[src/rtl/cdc_rst_seq.sv]
// cdc_rst_seq: staged reset-release sequencer for a single clock domain.
// It holds all stage resets, then releases them one at a time in stage order.
// Optional feature macro: CDC_RST_SEQ_ACK_EN.
//   Defined: each stage waits for its stage_ready acknowledge, with a timeout.
//   Undefined: acks are always satisfied, and timeout_err/err_stage stay 0.
module cdc_rst_seq #(
  parameter int unsigned NUM_STAGES  = 3,
  parameter int unsigned HOLD_CYCLES = 16,
  parameter int unsigned STAGE_DELAY = 8,
  parameter int unsigned ACK_TIMEOUT = 1024,
  localparam int unsigned SW = (NUM_STAGES > 1) ? $clog2(NUM_STAGES) : 1
) (
  input  logic                  clk,
  input  logic                  rst,
  input  logic                  sw_rst_req,
  input  logic [NUM_STAGES-1:0] stage_ready,
  output logic [NUM_STAGES-1:0] stage_rst,
  output logic                  done,
  output logic                  timeout_err,
  output logic [SW-1:0]         err_stage
);

  localparam int unsigned MAX_CNT = (HOLD_CYCLES > ACK_TIMEOUT) ? HOLD_CYCLES : ACK_TIMEOUT;
  localparam int unsigned CW      = $clog2(MAX_CNT + 1);
  localparam int unsigned LAST    = NUM_STAGES - 1;

  // Reject out-of-range configurations at elaboration.
  if (NUM_STAGES < 1 || NUM_STAGES > 16) begin : g_bad_num_stages
    $error("cdc_rst_seq: NUM_STAGES must be in 1..16");
  end
  if (HOLD_CYCLES < 1) begin : g_bad_hold
    $error("cdc_rst_seq: HOLD_CYCLES must be >= 1");
  end
  if (STAGE_DELAY < 1) begin : g_bad_delay
    $error("cdc_rst_seq: STAGE_DELAY must be >= 1");
  end
  if (ACK_TIMEOUT <= STAGE_DELAY) begin : g_bad_timeout
    $error("cdc_rst_seq: ACK_TIMEOUT must exceed STAGE_DELAY");
  end

  typedef enum logic [1:0] {
    S_HOLD = 2'd0,
    S_WAIT = 2'd1,
    S_DONE = 2'd2
  } state_t;

  state_t                  state_q, state_d;
  logic [SW-1:0]           stg_q, stg_d;
  logic [CW-1:0]           cnt_q, cnt_d;
  logic [NUM_STAGES-1:0]   stage_rst_d;
  logic                    done_d;
  logic                    timeout_err_d;
  logic [SW-1:0]           err_stage_d;
  logic [31:0]             cnt_p1;
  logic                    ack_c;
  logic                    tmo_c;

  // Edges elapsed since the current stage was released (counter restarts at 0).
  assign cnt_p1 = 32'(cnt_q) + 32'd1;

`ifdef CDC_RST_SEQ_ACK_EN
  // Select the acknowledge of the stage currently being waited on; flag a timeout when it is late.
  always_comb begin
    ack_c = 1'b0;
    for (int unsigned i = 0; i < NUM_STAGES; i++) begin
      if (SW'(i) == stg_q) ack_c = stage_ready[i];
    end
    tmo_c = (cnt_p1 >= ACK_TIMEOUT) && !ack_c;
  end
`else
  logic unused_stage_ready;
  assign unused_stage_ready = ^stage_ready;
  // Without the ack feature, every stage is acknowledged immediately and never times out.
  always_comb begin
    ack_c = 1'b1;
    tmo_c = 1'b0;
  end
`endif

  // State and output registers.
  always_ff @(posedge clk) begin
    if (rst) begin
      state_q     <= S_HOLD;
      stg_q       <= '0;
      cnt_q       <= '0;
      stage_rst   <= '1;
      done        <= 1'b0;
      timeout_err <= 1'b0;
      err_stage   <= '0;
    end else begin
      state_q     <= state_d;
      stg_q       <= stg_d;
      cnt_q       <= cnt_d;
      stage_rst   <= stage_rst_d;
      done        <= done_d;
      timeout_err <= timeout_err_d;
      err_stage   <= err_stage_d;
    end
  end

  // Next-state logic: hold, release stages in order, then saturate in DONE.
  always_comb begin
    state_d       = state_q;
    stg_d         = stg_q;
    cnt_d         = cnt_q;
    stage_rst_d   = stage_rst;
    done_d        = done;
    timeout_err_d = timeout_err;
    err_stage_d   = err_stage;

    if (sw_rst_req) begin
      // A software request restarts the sequence but keeps the sticky error state.
      state_d     = S_HOLD;
      stg_d       = '0;
      cnt_d       = '0;
      stage_rst_d = '1;
      done_d      = 1'b0;
    end else begin
      case (state_q)
        S_HOLD: begin
          if (cnt_p1 >= HOLD_CYCLES) begin
            state_d        = S_WAIT;
            stg_d          = '0;
            cnt_d          = '0;
            stage_rst_d[0] = 1'b0;
          end else begin
            cnt_d = cnt_q + CW'(1);
          end
        end
        S_WAIT: begin
          if (((cnt_p1 >= STAGE_DELAY) && ack_c) || tmo_c) begin
            // A timeout lets the sequence proceed as if the ack had arrived.
            if (tmo_c && !timeout_err) begin
              timeout_err_d = 1'b1;
              err_stage_d   = stg_q;
            end
            cnt_d = '0;
            if (stg_q == SW'(LAST)) begin
              state_d = S_DONE;
              done_d  = 1'b1;
            end else begin
              stg_d = stg_q + SW'(1);
              for (int unsigned i = 0; i < NUM_STAGES; i++) begin
                if (SW'(i) == stg_d) stage_rst_d[i] = 1'b0;
              end
            end
          end else begin
            cnt_d = cnt_q + CW'(1);
          end
        end
        S_DONE: begin
          if (cnt_q != {CW{1'b1}}) cnt_d = cnt_q + CW'(1);
        end
        default: begin
          state_d = S_HOLD;
        end
      endcase
    end
  end

endmodule

[config.mk]
export PLATFORM = sky130hd
export DESIGN_NAME = cdc_rst_seq
export DESIGN_NICKNAME = d
export VERILOG_FILES = /design/src/rtl/cdc_rst_seq.sv
export SDC_FILE = /design/constraint.sdc
export NUM_CORES = 1
export LEC_CHECK = 0
export CAP_MARGIN = 20
export CORE_UTILIZATION = 50
export DETAILED_ROUTE_END_ITERATION = 10
export PLACE_DENSITY = 0.75
export SLEW_MARGIN = 15
export SYNTH_ARGS = -nofsm -noshare
export SYNTH_HDL_FRONTEND = slang
export SYNTH_SLANG_ARGS = --single-unit
[constraint.sdc]
create_clock -name clk -period 2.2 [get_ports clk]
set_input_delay 0.66 -clock clk [delete_from_list [all_inputs] [get_ports clk]]
set_output_delay 0.66 -clock clk [all_outputs]
set_load 0.05 [all_outputs]
==> flow_summary_export.csv <==
group,metric,value,unit
sta,hold_slack,0.474,ns
synthesis,synth_seq_cells,19,
pwr,p_leak,0.560,nW
routing,vias_per_cell,5.87,
floorplan,ios,13,
synthesis,synthesis.area,1280,sq um
routing,drt-initial-drc-count,35,
layout,layout.nets,193,
sta,slew_headroom,63.0,%
place,gp_congestion,0.886,
routing,wl_per_cell,13.7,microns
sta,fmax,0.475,GHz
sta,min_period,2.11,ns
hold_path,hold_depth,2,
flow_run,drv_cap,0,
place,place_ws,-0.0135,ns
place,post-dp-hpwl,2.03,mm
layout,finalCoreUtilization,65.1,%
worst_setup_path,crit_path_end_kind,"flop",
worst_setup_path,crit_arrival,2.30,ns
clock_tree,root_buffer,"clkbuf_4",
clock_tree,cts.sinks,19,
global_routing,grt_first_pass_wirelength,4.62,mm
global_routing,grt_use_total,22.5,%
worst_setup_path,cp_num_buf_inv,1,
worst_setup_path,path_class,"flop to flop",
place,port_buffers,6,
clock_tree,cts_tree,"built",
worst_setup_path,ff2ff_path_depth,8,
layout,drive_gt1_share,23.2,%
global_routing,grt-ovfl-total,0,
routing,drc_errors,0,
hold_path,hp-start,"stage_rst[2]",
worst_setup_path,cpMaxStageDelayCell,"dfxtp_2",
outcome,status,"finished, final reports clean",
sta,setup_viol,0,
clock_tree,cts_buffer_depth,2,
synthesis,synth_area_leaders,"dfxtp_1 (30%), ha_1 (8.8%), nand3_1 (5.1%)",
worst_setup_path,slowest_delay,0.35,ns
clock_tree,clkTransAtPathRegs,0.12,ns
place,placed_area,1420,sq um
hold_path,min_to,"stage_rst[2]",
global_routing,grt_max_degree,15,
sta,rsz0062_at_grt,"yes",
synthesis,yosys_warnings,0,
routing,firstDrtPassIters,4,
floorplan,core_area,2320,sq um
worst_setup_path,critPathMaxFanout,3,
worst_setup_path,rrSetupSlack,0.09,ns
synthesis,synth-main-ff-cell,"dfxtp_1",
global_routing,grt_pass1_vias,1090,
clock_tree,worstSkewPairLatency,0.30,ns
synthesis,synth_cell_types,42,
pwr,p_per_area,373,nW/um^2
routing,drt-total-wl,2.80,mm
pwr,ir_worst_vdd,0.320,mV
layout,design_area,1510,sq um
global_routing,grtUsageMet3,2.61,%
clock_tree,cts_buffers,3,
sta,tns,0,ns
clock_tree,hold_buffers,0,
global_routing,antenna_found_initial,0,
worst_setup_path,r2r_start,"cnt_q[0]",
worst_setup_path,crit_required,2.40,ns
global_routing,gr-usage-met1,27.9,%
layout,syn_to_final_growth,17.9,%
routing,postRouteAntennaNets,0,
global_routing,use_met2,38.6,%
sta,slew_violations,0,
layout,diodes,0,
synthesis,syn-mean-instance-area,8.06,sq um
floorplan,dieArea,2770,sq um
synthesis,synth_top_area_share,29.7,%
sta,worst_slew_pin_slew,0.554,ns
hold_path,hold_class,"flop to flop",
synthesis,async_flop_share,0,%
worst_setup_path,cp-start-kind,"flop",
synthesis,yosys.area.top_type,"dfxtp_1",
sta,skew,0.00866,ns
floorplan,die_h,52.6,microns
floorplan,die_w,52.6,microns
floorplan,initial_core_util,55.3,%
floorplan,core.rowCount,17,
worst_setup_path,critPathTopFamily,"compound AO/OA/AOI/OAI gates",
synthesis,synth_seq_area_share,29.7,%
sta,postLayoutSetupSlackWorst,0.0950,ns
sta,fin_crit_sh,95.7,%
sta,finalHoldViolCount,0,
worst_setup_path,crit_chain,"ha_1 > and4_4 > mux2_2 > o21a_1 > o21ai_2 > buf_6 > nand4_1 > a2111oi_2",
global_routing,busiest_layer,"met2",
worst_setup_path,reg2reg_to,"state_q[0]",
clock_tree,cts.htree.levels,1,
layout,num-fill-cells,193,
synthesis,syn-instance-count,159,
routing,vias,1203,
synthesis,synth_edf_count,0,
worst max-delay path by stage:
stage | startpoint | endpoint | cells past startpoint | slack [ns]
6_report | cnt_q[0] | state_q[0] | 8 | 0.09
5_1_grt | cnt_q[0] | state_q[0] | 8 | -0.01
4_1_cts | cnt_q[0] | state_q[0] | 8 | 0.03
3_5_place_dp | cnt_q[0] | state_q[0] | 8 | -0.01
3_3_place_gp | cnt_q[0] | state_q[0] | 8 | 0.08
2_1_floorplan | cnt_q[0] | state_q[0] | 9 | 0.04
layout make-up:
| class | instances | area (sq um) | area share, % |
|---|---|---|---|
| clock buffers | 4 | 26.3 | 1.74 |
| inverters | 8 | 30.0 | 1.99 |
| multi-input cells | 123 | 843 | 55.8 |
| flip-flops and latches | 19 | 384 | 25.4 |
| well taps | 28 | 35.0 | 2.32 |
| repair buffers | 23 | 191 | 12.7 |
Yosys cell counts (all sizes together), types with 3 or more instances:
cell type / instances
mux2i: 5
nor3: 5
ha: 9
nor2: 10
a31oi: 8
buf: 8
nand3: 13
nand4: 3
dfxtp: 19
a21oi: 4
inv: 8
nand2: 15
xor2: 3
clkbuf: 3
nor4: 5
o21ai: 11
and2: 3
tightest hold or removal path: stages, from the launching register on:
cell	delay, ns
dfxtp_1	0.33
inv_1	0.04
o21ai_0	0.07
power by group:
part / total, mW / switching (mW) / internal (mW)
sequential: 0.347 / 0.00100 / 0.346
clock: 0.183 / 0.112 / 0.0705
combinational: 0.0340 / 0.0233 / 0.0107
sequential cells by signal (all words and copies together), names as in the netlist:
signal / flops
stg_q: 2
cnt_q: 11
state_q: 2
done: 1
stage_rst: 3
cells in the final DEF (no fill, tap or decap), types with 4 or more instances in the layout:
cell / count
ha_1: 9
clkdlybuf4s50_1: 6
mux2i_1: 4
nor3_1: 5
a21oi_1: 4
dfxtp_1: 16
o21ai_0: 10
nand2_1: 15
nor4_1: 4
a31oi_1: 7
nand3_1: 13
buf_4: 16
nor2_1: 8
inv_1: 8
logic make-up (layout without fill, tap and decap cells):
| kind of cell | after synthesis | after routing | synth area share (%) |
|---|---|---|---|
| muxes | 6 | 6 | 4.79 |
| AOI/OAI and AO/OA | 34 | 34 | 18.2 |
| adders and majority gates | 9 | 9 | 8.79 |
| and+or+nand+nor | 67 | 67 | 27.4 |
| buffers and inverters | 19 | 35 | 8.11 |
| xor gates and xnor gates | 4 | 4 | 2.73 |
| DFF | 19 | 19 | 29.7 |
| other | 1 | 3 | 0.293 |
metal layers:
metal	share of wire, %	vias up
li1	-	611
met1	48	567
met2	48	23
met3	3.0	2
met4	0.96	0
met5	0	-
through the flow:
step	cells	total power [mW]
global placement	198	0.387
CTS	205	0.566
floorplan	161	0.380
detailed placement	198	0.388
global route	205	0.585
finish	205	0.564
repair_timing:
| action | in CTS | in global routing |
|---|---|---|
| gates resized for setup | 5 | 7 |
| buffers inserted | 3 | 0 |
| endpoints found under the setup margin | 1 | 7 |
| pin swaps | 3 | 4 |
Power figures use the tool's default switching activity.
